==> config.mk <==
export PLATFORM = sky130hd
export DESIGN_NAME = tdm_lane_demux
export DESIGN_NICKNAME = d
export VERILOG_FILES = /design/src/rtl/tdm_pkg.sv /design/src/rtl/tdm_lane_fifo.sv /design/src/rtl/tdm_lane_demux.sv
export SDC_FILE = /design/constraint.sdc
export NUM_CORES = 1
export LEC_CHECK = 0
export ABC_AREA = 1
export BUFFER_PORTS_ARGS = -buffer_cell sky130_fd_sc_hd__buf_4
export CORE_ASPECT_RATIO = 1.2
export CORE_MARGIN = 4
export CORE_UTILIZATION = 60
export DETAILED_ROUTE_END_ITERATION = 8
export GPL_TIMING_DRIVEN = 0
export PLACE_DENSITY = 0.8
export SLEW_MARGIN = 5
export SYNTH_ARGS = -nofsm -noshare
export SYNTH_HDL_FRONTEND = slang
export SYNTH_HIERARCHICAL = 1
export SYNTH_SLANG_ARGS = --single-unit
==> constraint.sdc <==
create_clock -name clk -period 5.8 [get_ports clk]
set_input_delay 0 -clock clk [delete_from_list [all_inputs] [get_ports clk]]
set_output_delay 0 -clock clk [all_outputs]
set_load 0.05 [all_outputs]
==> src/rtl/tdm_pkg.sv <==
// Shared types and default sizing for the TDM lane demultiplexer.
package tdm_pkg;
  localparam int TDM_WIDTH      = 8;
  localparam int TDM_NUM_LANES  = 2;
  localparam int TDM_FIFO_DEPTH = 4;

  typedef enum logic {UNLOCKED, LOCKED} demux_state_t;
  typedef logic [$clog2(TDM_NUM_LANES)-1:0] slot_t;
endpackage

==> src/rtl/tdm_lane_fifo.sv <==
// First-word-fall-through sync FIFO for one lane; head word is driven directly from storage.
module tdm_lane_fifo #(
  parameter int WIDTH      = 8,
  parameter int FIFO_DEPTH = 4
) (
  input  logic             clk,
  input  logic             rst,
  input  logic             push,
  input  logic             pop,
  input  logic [WIDTH-1:0] din,
  output logic [WIDTH-1:0] dout,
  output logic             full,
  output logic             empty
);
  localparam int AW = $clog2(FIFO_DEPTH);

  logic [AW:0]      wr_ptr, rd_ptr;
  logic [WIDTH-1:0] mem [FIFO_DEPTH];
  logic             do_push, do_pop;

  assign empty   = (wr_ptr == rd_ptr);
  assign full    = (wr_ptr[AW] != rd_ptr[AW]) && (wr_ptr[AW-1:0] == rd_ptr[AW-1:0]);
  assign do_pop  = pop & ~empty;
  // A pop in the same cycle frees the slot, so a full FIFO can still take the push.
  assign do_push = push & (~full | do_pop);
  assign dout    = empty ? '0 : mem[rd_ptr[AW-1:0]];

  always_ff @(posedge clk or negedge rst) begin
    if (!rst) begin
      wr_ptr <= '0;
      rd_ptr <= '0;
    end else begin
      if (do_push) wr_ptr <= wr_ptr + 1'b1;
      if (do_pop)  rd_ptr <= rd_ptr + 1'b1;
    end
  end

  always_ff @(posedge clk) begin
    if (do_push) mem[wr_ptr[AW-1:0]] <= din;
  end
endmodule

==> src/rtl/tdm_lane_demux.sv <==
// TDM receive demux: frame lock on SOF, slot counter, per-lane FWFT FIFOs, sticky flags.
// Define TDM_SOF_RESYNC_EN to realign on a mid-frame SOF and report it on sync_err.
module tdm_lane_demux
  import tdm_pkg::*;
#(
  parameter int WIDTH      = TDM_WIDTH,
  parameter int NUM_LANES  = TDM_NUM_LANES,
  parameter int FIFO_DEPTH = TDM_FIFO_DEPTH
) (
  input  logic                       clk,
  input  logic                       rst,
  input  logic [WIDTH-1:0]           din,
  input  logic                       din_valid,
  input  logic                       din_sof,
  output logic [NUM_LANES*WIDTH-1:0] lane_dout,
  output logic [NUM_LANES-1:0]       lane_valid,
  input  logic [NUM_LANES-1:0]       lane_ready,
  output logic                       aligned,
  output logic [NUM_LANES-1:0]       overflow,
  output logic                       sync_err
);
  localparam int SLOT_W = $clog2(NUM_LANES);

  demux_state_t                     state, state_n;
  logic [SLOT_W-1:0]                slot, slot_n;
  logic [NUM_LANES-1:0]             push, pop, full, empty;
  logic [NUM_LANES-1:0][WIDTH-1:0]  lane_word;
`ifdef TDM_SOF_RESYNC_EN
  logic                             resync;
`endif

  always_ff @(posedge clk or negedge rst) begin
    if (!rst) begin
      state <= UNLOCKED;
      slot  <= '0;
    end else begin
      state <= state_n;
      slot  <= slot_n;
    end
  end

  always_comb begin
    state_n = state;
    slot_n  = slot;
    push    = '0;
`ifdef TDM_SOF_RESYNC_EN
    resync  = 1'b0;
`endif
    if (state == UNLOCKED) begin
      if (din_valid && din_sof) begin
        push[0] = 1'b1;
        slot_n  = SLOT_W'(1);
        state_n = LOCKED;
      end
    end else if (din_valid) begin
`ifdef TDM_SOF_RESYNC_EN
      if (din_sof && slot != '0) begin
        push[0] = 1'b1;
        slot_n  = SLOT_W'(1);
        resync  = 1'b1;
      end else
`endif
      begin
        push[slot] = 1'b1;
        slot_n     = (slot == SLOT_W'(NUM_LANES-1)) ? '0 : slot + SLOT_W'(1);
      end
    end
  end

  assign aligned    = (state == LOCKED);
  assign lane_valid = ~empty;
  assign pop        = lane_valid & lane_ready;
  assign lane_dout  = lane_word;

  for (genvar k = 0; k < NUM_LANES; k++) begin : g_lane
    tdm_lane_fifo #(.WIDTH(WIDTH), .FIFO_DEPTH(FIFO_DEPTH)) u_fifo (
      .clk  (clk),
      .rst  (rst),
      .push (push[k]),
      .pop  (pop[k]),
      .din  (din),
      .dout (lane_word[k]),
      .full (full[k]),
      .empty(empty[k])
    );
  end

  // A word is lost only when its FIFO is full and nothing leaves that cycle.
  always_ff @(posedge clk or negedge rst) begin
    if (!rst) overflow <= '0;
    else      overflow <= overflow | (push & full & ~pop);
  end

`ifdef TDM_SOF_RESYNC_EN
  always_ff @(posedge clk or negedge rst) begin
    if (!rst)        sync_err <= 1'b0;
    else if (resync) sync_err <= 1'b1;
  end
`else
  assign sync_err = 1'b0;
`endif
endmodule

After elaboration in Yosys (flattened, before gate mapping)
Memory sizes are Yosys's and may differ from the RTL's.
Cells that the tools add are included.
{"block": "totals", "register_bits": 16, "mem_bits_rw": 64, "out_inout_bits": 22, "word_cells": 62, "n_memories": 2}
{"block": "classes", "addsub": 5, "order_cmp": 2, "n_eq_ne": 7, "muxes": 17, "bitwise": 16, "n_reduce_logical": 6}
{"name": "g_lane[0].u_fifo.mem", "words": 4, "word_bits": 8, "read_ports": 1, "rd_clocked_by_memory_dff": 0, "wr": 1, "line": "tdm_lane_fifo.sv:18", "rtl": "logic [WIDTH-1:0] mem [FIFO_DEPTH];"}
{"name": "g_lane[1].u_fifo.mem", "words": 4, "word_bits": 8, "read_ports": 1, "rd_clocked_by_memory_dff": 0, "wr": 1, "line": "tdm_lane_fifo.sv:18"}
{"cell": "$mux W8", "count": 2}
{"cell": "$mux W1", "count": 13}
{"cell": "$add A3 B1 Y3 const B", "count": 4}
{"cell": "$and A2 B2 Y2", "count": 3}
{"cell": "$eq A3 B3 Y1", "count": 2}
{"cell": "$and A1 B1 Y1", "count": 4}
{"cell": "$eq A2 B2 Y1", "count": 2}
{"cell": "$logic_and A1 B1 Y1", "count": 4}
{"cell": "$not A1 Y1", "count": 4}
{"cell": "$not A2 Y2", "count": 2}
{"cell": "$lt A1 B2 Y1 const B", "count": 1}
{"cell": "$mux W2", "count": 1}
{"cell": "$ne A1 B1 Y1", "count": 2}
{"cell": "$ne A2 B2 Y1 const B", "count": 1}
{"cell": "$or A1 B1 Y1", "count": 2}
{"cell": "$or A2 B2 Y2", "count": 1}
{"cell": "$reduce_and A2 Y1", "count": 1}
{"cell": "$reduce_bool A2 Y1", "count": 1}
{"cell": "$add A1 B1 Y1 const B", "count": 1}
{"cell": "$demux W1 S1", "count": 1}
{"cell": "$ge A1 B1 Y1 const B", "count": 1}

Longest topological paths before layout
Gate-level depths: netlist of run 1.
{"block": "logic_depth", "depth_word": 9, "ltp_mapped": 13, "ltp_nobuf": 12}

Hierarchy
The synthesis of run 1 kept the hierarchy.
{"mod": "tdm_lane_fifo (g_lane[0].u_fifo)", "n_inst": 1, "cells_per_inst": 163, "area_each_um2": 1775.5}
{"mod": "tdm_lane_fifo (g_lane[1].u_fifo)", "n_inst": 1, "cells_per_inst": 162, "area_each_um2": 1771.7}
{"mod": "tdm_lane_demux", "n_inst": 1, "cells_per_inst": 31, "area_each_um2": 217.7}

Least setup slack after synthesis of run 1
OpenSTA, ideal clock, no wires.
{"block": "synth_timing", "kind": "register -> register", "from": "register g_lane[0].u_fifo.rd_ptr[0]", "to": "memory g_lane[0].u_fifo.mem[0][0] (enable)", "setup_ps": 371, "t_arrival_ps": 1908, "required_time_ps": 5429, "path_slack_ps": 3522, "path_stages_with_launch": 12, "n_path_buf": 2, "path_cell_list": "dfrtp_1 -> buf_6 -> nand2_1 -> nand2_4 -> nand3_4 -> buf_6 -> inv_1 -> nor2_1 -> inv_1 -> nand4_4 -> nand2_4 -> nor2_1"}
{"block": "synth_via", "elab_chain_len": 8, "word_cells_on_any_way": 12, "classes_between": "2 x eq/ne; 2 x mux; 7 x bitwise; 1 x reduce/logical"}
{"item": "from (decl)", "line": "tdm_lane_fifo.sv:17", "rtl": "logic [AW:0] wr_ptr, rd_ptr;"}
{"item": "from (signal assigned)", "line": "tdm_lane_fifo.sv:34", "rtl": "if (do_pop) rd_ptr <= rd_ptr + 1'b1;"}
{"item": "$eq A3 B3 Y1", "line": "tdm_lane_fifo.sv:21", "rtl": "assign empty = (wr_ptr == rd_ptr);"}
{"item": "named net empty[0]", "line": "tdm_lane_demux.sv:26", "rtl": "logic [NUM_LANES-1:0] push, pop, full, empty;"}
{"item": "$not A2 Y2", "line": "tdm_lane_demux.sv:71", "rtl": "assign lane_valid = ~empty;"}
{"item": "$and A2 B2 Y2", "line": "tdm_lane_demux.sv:72", "rtl": "assign pop = lane_valid & lane_ready;"}
{"item": "named net pop[0]", "line": "tdm_lane_demux.sv:26"}
{"item": "$and A1 B1 Y1", "line": "tdm_lane_fifo.sv:23", "rtl": "assign do_pop = pop & ~empty;"}
{"item": "$or A1 B1 Y1", "line": "tdm_lane_fifo.sv:25", "rtl": "assign do_push = push & (~full | do_pop);"}
{"item": "$and A1 B1 Y1", "line": "tdm_lane_fifo.sv:25"}
{"item": "$mux W1", "line": "tdm_lane_fifo.sv:39", "rtl": "if (do_push) mem[wr_ptr[AW-1:0]] <= din;"}
{"item": "$mux W1 (not written as such)", "line": "tdm_lane_fifo.sv:39"}
{"item": "to (decl)", "line": "tdm_lane_fifo.sv:18"}
The timed path passes the listed nets, and every way through them passes these cells.

Worst setup path in the final report of run 1
{"block": "layout_timing", "from": "register g_lane[0].u_fifo.rd_ptr[0]", "to": "memory g_lane[0].u_fifo.mem[1][3] (enable)"}
Same word-level chain as after synthesis.

==> results.toml, run 1 <==
[floorplan]
initial_utilization_pct = 62.2
io_pins = 36
core_area_um2 = 6050
die_w_um = 80.3
die_h_um = 94.8
rows = 31
design.die.area_um2 = 7610

[clock_tree]
cts_resized = 0
htreeDepth = 3
cts_buffer_depth = 2
clock_latency_ns = 0.35
cts_tree = "built"
cts.clk_slew.worst_paths_ns = 0.08
clock-root-buffer = "clkbuf_8"
numCtsBuffers = 9
cts_sinks = 80

[finish]
drive_gt1_share_pct = 19.1
utilization_pct = 74.3
diodes = 0
nets = 438
layout.cells.non_filler = 500
synthToLayoutAreaGrowth_pct = 19.3
fill_cells = 422
multi_input_area_um2 = 1140
design_area_um2 = 4490
seq_area_um2 = 2320

[timing]
fin_tns_setup_ns = 0
worstMarginPinSlew_ns = 0.791
min_period_over_period_pct = 47.9
slew_violations = 0
max_slew_margin_pct = 47.1
rsz0062_at_grt = "false"
period_needed_ns = 2.78
hold_viol = 0
timing.fmax_mhz = 360
setup_viol = 0
finClkSkew_ns = 0.00565

[detailed_routing]
antenna_left = 0
via_per_inst = 5.22
finalWirelength_um = 7380
drc = 0
wire_per_inst_um = 14.8
drtIter0Drc = 133
dr.pass1.iters = 4
vias = 2609

[setup_path]
cpPeakStageDelay_ns = 0.61
endpoint_kind = "register"
required_ns = 5.78
rr_startpoint = "g_lane[0].u_fifo/rd_ptr[0]$_DFFE_PN0P_"
rr_worst_depth = 12
r2r_setup_slack_ns = 3.02
path_buf_inv = 5
crit_path_top_delay_cell = "nor2_1"
crit_family = "simple AND/OR/NAND/NOR gates"
start_kind = "register"
cp.arrival_ns = 2.76
reg2reg_to = "g_lane[0].u_fifo/mem[1][3]$_DFFE_PP_"
criticalPathCategory = "reg2reg"
path_max_fanout = 10
path_cells = "buf_6 -> inv_4 -> nand2_2 -> nand2_4 -> nand3_4 -> buf_6 -> inv_1 -> nor2_1 -> inv_1 -> nand4_4 -> nand2_4 -> nor2_1"

[synth]
synth_cell_types = 23
muxShareOfSynthArea_pct = 0
ys_warn_count = 6
synthCells = 356
synth_fp_nets = 380
synth_compound_area_share_pct = 6.71
synth-simple-area-share_pct = 18.1
syn_area_um2 = 3760
synthXorXnorAreaFrac_pct = 2.16
syn_avg_cell_area_um2 = 10.6
synth_seq_cells = 80
synth_top_family_by_area = "simple AND/OR/NAND/NOR gates"
synthAdderAreaFrac_pct = 3.32
synth_seq_area_share_pct = 61.7

[placed_design]
io_buffers = 34
place_congestion = 0.789
place_area_um2 = 4120
dp_cells = 472
hpwl_um = 4990

[grt]
gr-total-overflow = 0
grt_pass1_vias = 2668
grt_start_max_net_pins = 17
grt_usage_pct = 21.3
antenna_found_initial = 0
grt_pass1_wl_um = 12200

[flow_run]
max-cap-violations = 0

[worst_hold_path]
hold_class = "in2async"

[run_status]
status = "finished clean"
==> how the worst max path moves through the flow <==
stage / start / endpoint / slack (ns) / cells after the start
floorplan: g_lane[0].u_fifo/rd_ptr[0]$_DFFE_PN0P_ / g_lane[0].u_fifo/mem[0][0]$_DFFE_PP_ / 3.52 / 11
global placement: g_lane[0].u_fifo/rd_ptr[0]$_DFFE_PN0P_ / g_lane[0].u_fifo/mem[2][7]$_DFFE_PP_ / 3.08 / 12
detailed placement: g_lane[0].u_fifo/rd_ptr[0]$_DFFE_PN0P_ / g_lane[0].u_fifo/mem[1][7]$_DFFE_PP_ / 2.99 / 12
CTS: g_lane[0].u_fifo/rd_ptr[0]$_DFFE_PN0P_ / g_lane[0].u_fifo/mem[2][3]$_DFFE_PP_ / 3.00 / 12
global route: g_lane[0].u_fifo/rd_ptr[0]$_DFFE_PN0P_ / g_lane[0].u_fifo/mem[1][3]$_DFFE_PP_ / 2.83 / 12
finish: g_lane[0].u_fifo/rd_ptr[0]$_DFFE_PN0P_ / g_lane[0].u_fifo/mem[1][3]$_DFFE_PP_ / 3.02 / 12
==> per-layer routing <==
metal | GRT usage, % | up-vias | wire (um)
met1 | 25.2 | 1253 | 2960
li1 | - | 1264 | -
met5 | 0 | - | 0
met2 | 36.8 | 78 | 3940
met4 | 9.72 | 0 | 131
met3 | 5.06 | 14 | 359
==> worst register-to-register path: cells and delay by family, from the launching register on <==
kind	cells	cell delay [ns]
AND/OR/NAND/NOR	7	1.45
flip-flops	1	0.37
buffers and inverters	5	0.58
==> synthesized netlist by cell type (all sizes together) <==
master | count | area, um^2
xnor2 | 2 | 55.1
nor2 | 60 | 225
xor2 | 3 | 26.3
buf | 13 | 105
o21ai | 49 | 245
nand3 | 18 | 125
inv | 50 | 193
nand2 | 67 | 289
ha | 10 | 125
edfxtp | 64 | 1920
o21bai | 1 | 7.51
dfrtp | 16 | 400
nand4 | 2 | 42.5
conb | 1 | 3.75
==> area by class of cell <==
| cell class | count | area share (%) |
|---|---|---|
| Buffer | 13 | 2.34 |
| Multi-Input combinational cell | 213 | 25.5 |
| Tap cell | 82 | 2.28 |
| Clock inverter | 6 | 2.59 |
| Clock buffer | 9 | 2.76 |
| Sequential cell | 80 | 51.7 |
| Inverter | 50 | 4.29 |
| Timing Repair Buffer | 47 | 8.58 |
==> cells by family after synthesis <==
kind of cell	after synthesis
AOI/OAI and AO/OA	50
xor gates and xnor gates	5
adders and majority gates	10
buffers and inverters	63
DFF	80
other	1
and+or+nand+nor	147
==> placed cells by master (no fill, tap or decap), types with 3 or more instances in the layout <==
master,count
buf_2,6
buf_4,35
buf_6,6
bufinv_16,3
clkbuf_8,9
dfrtp_1,16
dlygate4sd3_1,13
edfxtp_1,64
ha_1,10
inv_1,47
nand2_1,60
nand2_2,3
nand2_4,4
nand3_1,14
nor2_1,60
o21ai_0,43
o21ai_1,6
xor2_1,3
==> flip-flops by register name, summed over array words and instances (netlist names) <==
signal and count:
aligned 1, g_lane.u_fifo/wr_ptr 6, overflow 2, g_lane.u_fifo/rd_ptr 6, g_lane.u_fifo/mem 64, slot 1
==> what timing repair did <==
action / 4_1_cts / 5_1_grt
hold endpoints to repair: 83 / 0
hold buffers: 13 / 0
buffers inserted: 0 / 0
==> per-stage QoR <==
stage               setup slack (ns)  hold WS [ns]
floorplan                       3.52        -0.296
global placement                3.08        -0.133
detailed placement              2.99        -0.130
CTS                             3.00        0.0292
global route                    2.83        0.0447
finish                          3.02        0.0427
Power of run 1 is left out: the tool's default activity adds up to more than one toggle a clock period on the data nets, which glitch-free logic cannot reach.
==> inputs of run 2 (changes only) <==
- CORE_UTILIZATION: 60 -> 53
- PLACE_DENSITY: 0.8 -> 0.74
- clock period: 5.8 -> 2.3 ns (I/O delays scaled with it)
==> results.toml, run 2 (synthesized netlist as in run 1, its figures left out) <==
[run_status]
status = "finished clean"

[finish]
design_area_um2 = 4590
synthToLayoutAreaGrowth_pct = 22.0
diodes = 0
drive_gt1_share_pct = 22.5
layout_common_cells = "64 x edfxtp_1, 59 x nand2_1, 51 x nor2_1"
layout_commonest_cell = "edfxtp_1"
largest_reg_flops = 64
nets = 442

[detailed_routing]
drtIter0Drc = 149
wire_per_inst_um = 14.4
drc = 0
vias = 2586
finalWirelength_um = 7310
antenna_left = 0
via_per_inst = 5.08
dr.pass1.iters = 4

[floorplan]
core_area_um2 = 6850
rows = 33
io_pins = 36
die_w_um = 84.9
die_h_um = 100
initial_utilization_pct = 54.9
design.die.area_um2 = 8520

[clock_tree]
cts.clk_slew.worst_paths_ns = 0.08
htreeDepth = 3
clock-root-buffer = "clkbuf_8"
cts_buffer_depth = 2
numCtsBuffers = 9
clock_latency_ns = 0.34
cts_sinks = 80
cts_tree = "built"

[grt]
gr-total-overflow = 0
antenna_found_initial = 0
grt_pass1_vias = 2804
grt_usage_pct = 18.9
grt_pass1_wl_um = 12200
grt_start_max_net_pins = 17

[timing]
timing.fmax_mhz = 464
hold_viol = 0
fin_tns_setup_ns = 0
min_period_over_period_pct = 93.7
period_needed_ns = 2.15
setup_viol = 0
finClkSkew_ns = 0.00642
rsz0062_at_grt = "false"
fin_ws_ns = 0.145
slew_violations = 0

[flow_run]
max-cap-violations = 0

[setup_path]
start_kind = "register"
path_max_fanout = 10
rr_worst_depth = 12
criticalPathCategory = "reg2reg"
cp.arrival_ns = 2.18
reg2reg_to = "g_lane[0].u_fifo/mem[2][5]$_DFFE_PP_"
r2r_setup_slack_ns = 0.15
required_ns = 2.32
rr_startpoint = "g_lane[0].u_fifo/rd_ptr[0]$_DFFE_PN0P_"
endpoint_kind = "register"

[worst_hold_path]
hold_class = "in2async"

[placed_design]
dp_slack_ns = -0.483
place_congestion = 0.783
io_buffers = 34
hpwl_um = 4820
place_area_um2 = 4130
[run 2: layer usage]
metal  share of wire (%)  global-route usage (%)  up-vias
li1                    -                       -     1280
met1                  38                    19.5     1221
met2                  55                    34.3       72
met3                 4.9                    4.02       13
met4                 2.5                    11.8        0
met5                   0                       0        -
[run 2: what timing repair did]
item	4_1_cts	5_1_grt
hold endpoints to repair	83	0
gates resized for setup	17	3
pin swaps	0	5
buffers inserted	0	4
hold buffers	13	0
endpoints found under the setup margin	64	64
[run 2: cell type report]
| type | instances | area [um^2] |
|---|---|---|
| fill | 520 | 2260 |
| clock inverter | 6 | 92.6 |
| timing repair buffer | 51 | 428 |
| sequential | 80 | 2320 |
| buffer | 13 | 105 |
| clock buffer | 9 | 124 |
| multi-input combinational | 213 | 1210 |
| tap | 87 | 109 |
| inverter | 50 | 196 |
[run 2: worst max path at each step]
stage	endpoint	start	slack (ns)	cells after the start
3_3_place_gp	g_lane[0].u_fifo/mem[2][1]$_DFFE_PP_	g_lane[0].u_fifo/rd_ptr[0]$_DFFE_PN0P_	-0.42	12
6_report	g_lane[0].u_fifo/mem[2][5]$_DFFE_PP_	g_lane[0].u_fifo/rd_ptr[0]$_DFFE_PN0P_	0.15	12
5_1_grt	g_lane[0].u_fifo/mem[3][5]$_DFFE_PP_	g_lane[0].u_fifo/rd_ptr[0]$_DFFE_PN0P_	0.0009	12
4_1_cts	g_lane[1].u_fifo/mem[3][2]$_DFFE_PP_	g_lane[1].u_fifo/rd_ptr[0]$_DFFE_PN0P_	0.008	12
2_1_floorplan	g_lane[0].u_fifo/mem[0][0]$_DFFE_PP_	g_lane[0].u_fifo/rd_ptr[0]$_DFFE_PN0P_	0.02	11
3_5_place_dp	g_lane[0].u_fifo/mem[2][0]$_DFFE_PP_	g_lane[0].u_fifo/rd_ptr[0]$_DFFE_PN0P_	-0.48	12
[run 2: critical path, stage by stage (launching register included)]
cell and delay, ns:
dfrtp_1 0.37, buf_6 0.16, inv_4 0.07, nand2_2 0.09, nand2_4 0.07, nand3_4 0.10
buf_6 0.15, inv_1 0.08, nor2_4 0.13, inv_1 0.09, nand4_4 0.14, nand2_4 0.11
nor2_4 0.28
[run 2: stage by stage]
step / util [%] / instances / hold WS [ns]
floorplan: - / 356 / -0.296
global placement: 60.2 / 477 / -0.127
CTS: 66.2 / 505 / 0.0145
finish: 67.0 / 509 / 0.0586
global route: 67.0 / 509 / 0.0619
detailed placement: 60.2 / 477 / -0.124
Power of run 2 is left out for the same reason.
==> inputs of run 3 (changes only) <==
- ABC_AREA: 1 -> not set
- PLACE_DENSITY: 0.74 -> 0.75
==> results.toml, run 3 <==
[timing]
finClkSkew_ns = 0.00979
rsz0062_at_grt = "false"
period_needed_ns = 2.22
fin_ws_ns = 0.0772
slew_violations = 0
hold_viol = 0
setup_viol = 0
timing.fmax_mhz = 450
min_period_over_period_pct = 96.6

[worst_hold_path]
hold_class = "in2reg"

[setup_path]
endpoint = "g_lane[1].u_fifo/mem[2][5]$_DFFE_PP_"
path_max_fanout = 8
endpoint_kind = "register"
rr_startpoint = "g_lane[1].u_fifo/rd_ptr[1]$_DFFE_PN0P_"
start_kind = "register"
cp.arrival_ns = 2.32
path_cells = "buf_8 -> xor2_4 -> nor3_4 -> nand2b_4 -> inv_2 -> or4_4 -> and3_4"
r2r_setup_slack_ns = 0.08
required_ns = 2.40
cp-startpoint = "g_lane[1].u_fifo/rd_ptr[1]$_DFFE_PN0P_"
cpPeakStageDelay_ns = 0.52
reg2reg_to = "g_lane[1].u_fifo/mem[2][5]$_DFFE_PP_"
rr_worst_depth = 7
cp.depth = 7
path_buf_inv = 2
crit_path_top_delay_cell = "or4_4"
crit_family = "simple AND/OR/NAND/NOR gates"
criticalPathCategory = "reg2reg"

[finish]
synthToLayoutAreaGrowth_pct = 21.7
largest_reg_flops = 64
drive_gt1_share_pct = 39.1
nets = 278
diodes = 0
fill_cells = 460
layout_common_cells = "64 x edfxtp_1, 40 x buf_4, 16 x dfrtp_1, 16 x mux4_2, 16 x nor2b_1"
utilization_pct = 66.6
layout_commonest_cell = "edfxtp_1"

[synth]
synth_common_cells = "64 x edfxtp_1, 17 x nor2b_1, 16 x dfrtp_1, 16 x mux4_2, 12 x inv_1"
synth_cell_types = 29
ys.flop_type = "edfxtp_1"
synth_seq_area_share_pct = 65.8
yosysMostFrequentCell = "edfxtp_1"
synthCells = 192
synth_enable_flop_cells = 64
synthDominantCellAreaShare_pct = 54.5
synth_largest_area_cell = "edfxtp_1"
ys_warn_count = 6
synth_area_leaders = "edfxtp_1 54%, dfrtp_1 11%, mux4_2 10%, ha_1 3.5%, nor2b_1 3.0%"
syn_avg_cell_area_um2 = 18.4
syn_area_um2 = 3530
ys_async_sr_fraction_pct = 20.0
synth_seq_cells = 80
synth_fp_nets = 216

[detailed_routing]
antenna_left = 0
wire_per_inst_um = 17.2
finalWirelength_um = 5910
drc = 0
drtIter0Drc = 131
dr.pass1.iters = 4
vias = 1819
via_per_inst = 5.30

[grt]
grt_pass1_vias = 1882
antenna_found_initial = 0
grt_pass1_wl_um = 9620
grt_usage_pct = 16.5
grt_start_max_net_pins = 17
gr-total-overflow = 0

[clock_tree]
cts.clk_slew.worst_paths_ns = 0.08
clock-root-buffer = "clkbuf_8"
numCtsBuffers = 9
cts_buffer_depth = 2
htreeDepth = 3
clock_latency_ns = 0.35
cts_sinks = 80
cts_tree = "built"

[placed_design]
hpwl_um = 3950
io_buffers = 34
place_congestion = 0.724
dp_slack_ns = -0.297

[floorplan]
core_area_um2 = 6450
io_pins = 36
initial_utilization_pct = 54.7
design.die.area_um2 = 8030
rows = 32
die_w_um = 82.5
die_h_um = 97.4

[flow_run]
max-cap-violations = 0

[run_status]
status = "finished clean"
## run 3: changes by cell type in the layout (fill, tap and decap cells not counted), sizes merged, moves of 8 or more
cell / delta
nand2: -67
nor2: -59
nor2b: +17
o21ai: -48
inv: -38
nand3: -18
xnor2: +8
mux4: +16
## run 3: cell families after synthesis
group / share of synthesized area (%)
buffers and inverters: 2.66
DFF: 65.8
adders and majority gates: 3.55
xor gates and xnor gates: 5.46
AOI/OAI and AO/OA: 4.26
muxes: 11.5
other: 0.106
and+or+nand+nor: 6.63
## run 3: cell type report
type / count / area [um^2] / share of cell area (%)
flip-flops and latches: 80 / 2320 / 54.1
multi-input cells: 95 / 1190 / 27.6
repair buffers: 51 / 413 / 9.62
clock buffers: 10 / 128 / 2.97
well taps: 85 / 106 / 2.48
plain buffers: 5 / 56.3 / 1.31
inverters: 12 / 45.0 / 1.05
clock inverters: 5 / 35.0 / 0.816
## run 3: through the flow
stage,cell area (um^2),hold WS [ns],instances,setup TNS (ns)
finish,4290,0.0322,343,0
global route,4290,0.0583,343,0
CTS,4240,0.0230,340,-0.897
detailed placement,3930,-0.126,311,-17.92
global placement,3930,-0.130,311,-16.41
floorplan,3570,-0.296,192,0
## run 3: what timing repair did
action | CTS | global route
endpoints found under the hold margin | 82 | 0
resized for setup | 2 | 7
pin swaps | 2 | 2
setup endpoints to repair | 66 | 64
setup buffers | 2 | 3
hold buffers | 12 | 0
## run 3: worst min-delay path, cell delays in order
cell and delay [ns]:
buf_4 0.09, o21ai_1 0.10, a21oi_1 0.15
## run 3: metal layers
layer	part of all wire (%)	vias up	global-route usage, %
met1	41	913	21.8
met2	52	51	25.8
met4	1.3	0	8.06
met5	0	-	0
met3	5.2	7	3.34
li1	-	848	-
## run 3: how the worst min path moves through the flow
stage | from | end | depth (start not counted)
after CTS | din_valid | slot$_DFFE_PN0P_ | 3
after global routing | rst | overflow[0]$_DFF_PN0_ | 2
after global placement | rst | g_lane[0].u_fifo/rd_ptr[1]$_DFFE_PN0P_ | 1
after detailed placement | rst | overflow[0]$_DFF_PN0_ | 1
final | din_valid | slot$_DFFE_PN0P_ | 3
after floorplan | rst | aligned$_DFF_PN0_ | 0
Power of run 3 is left out for the same reason.
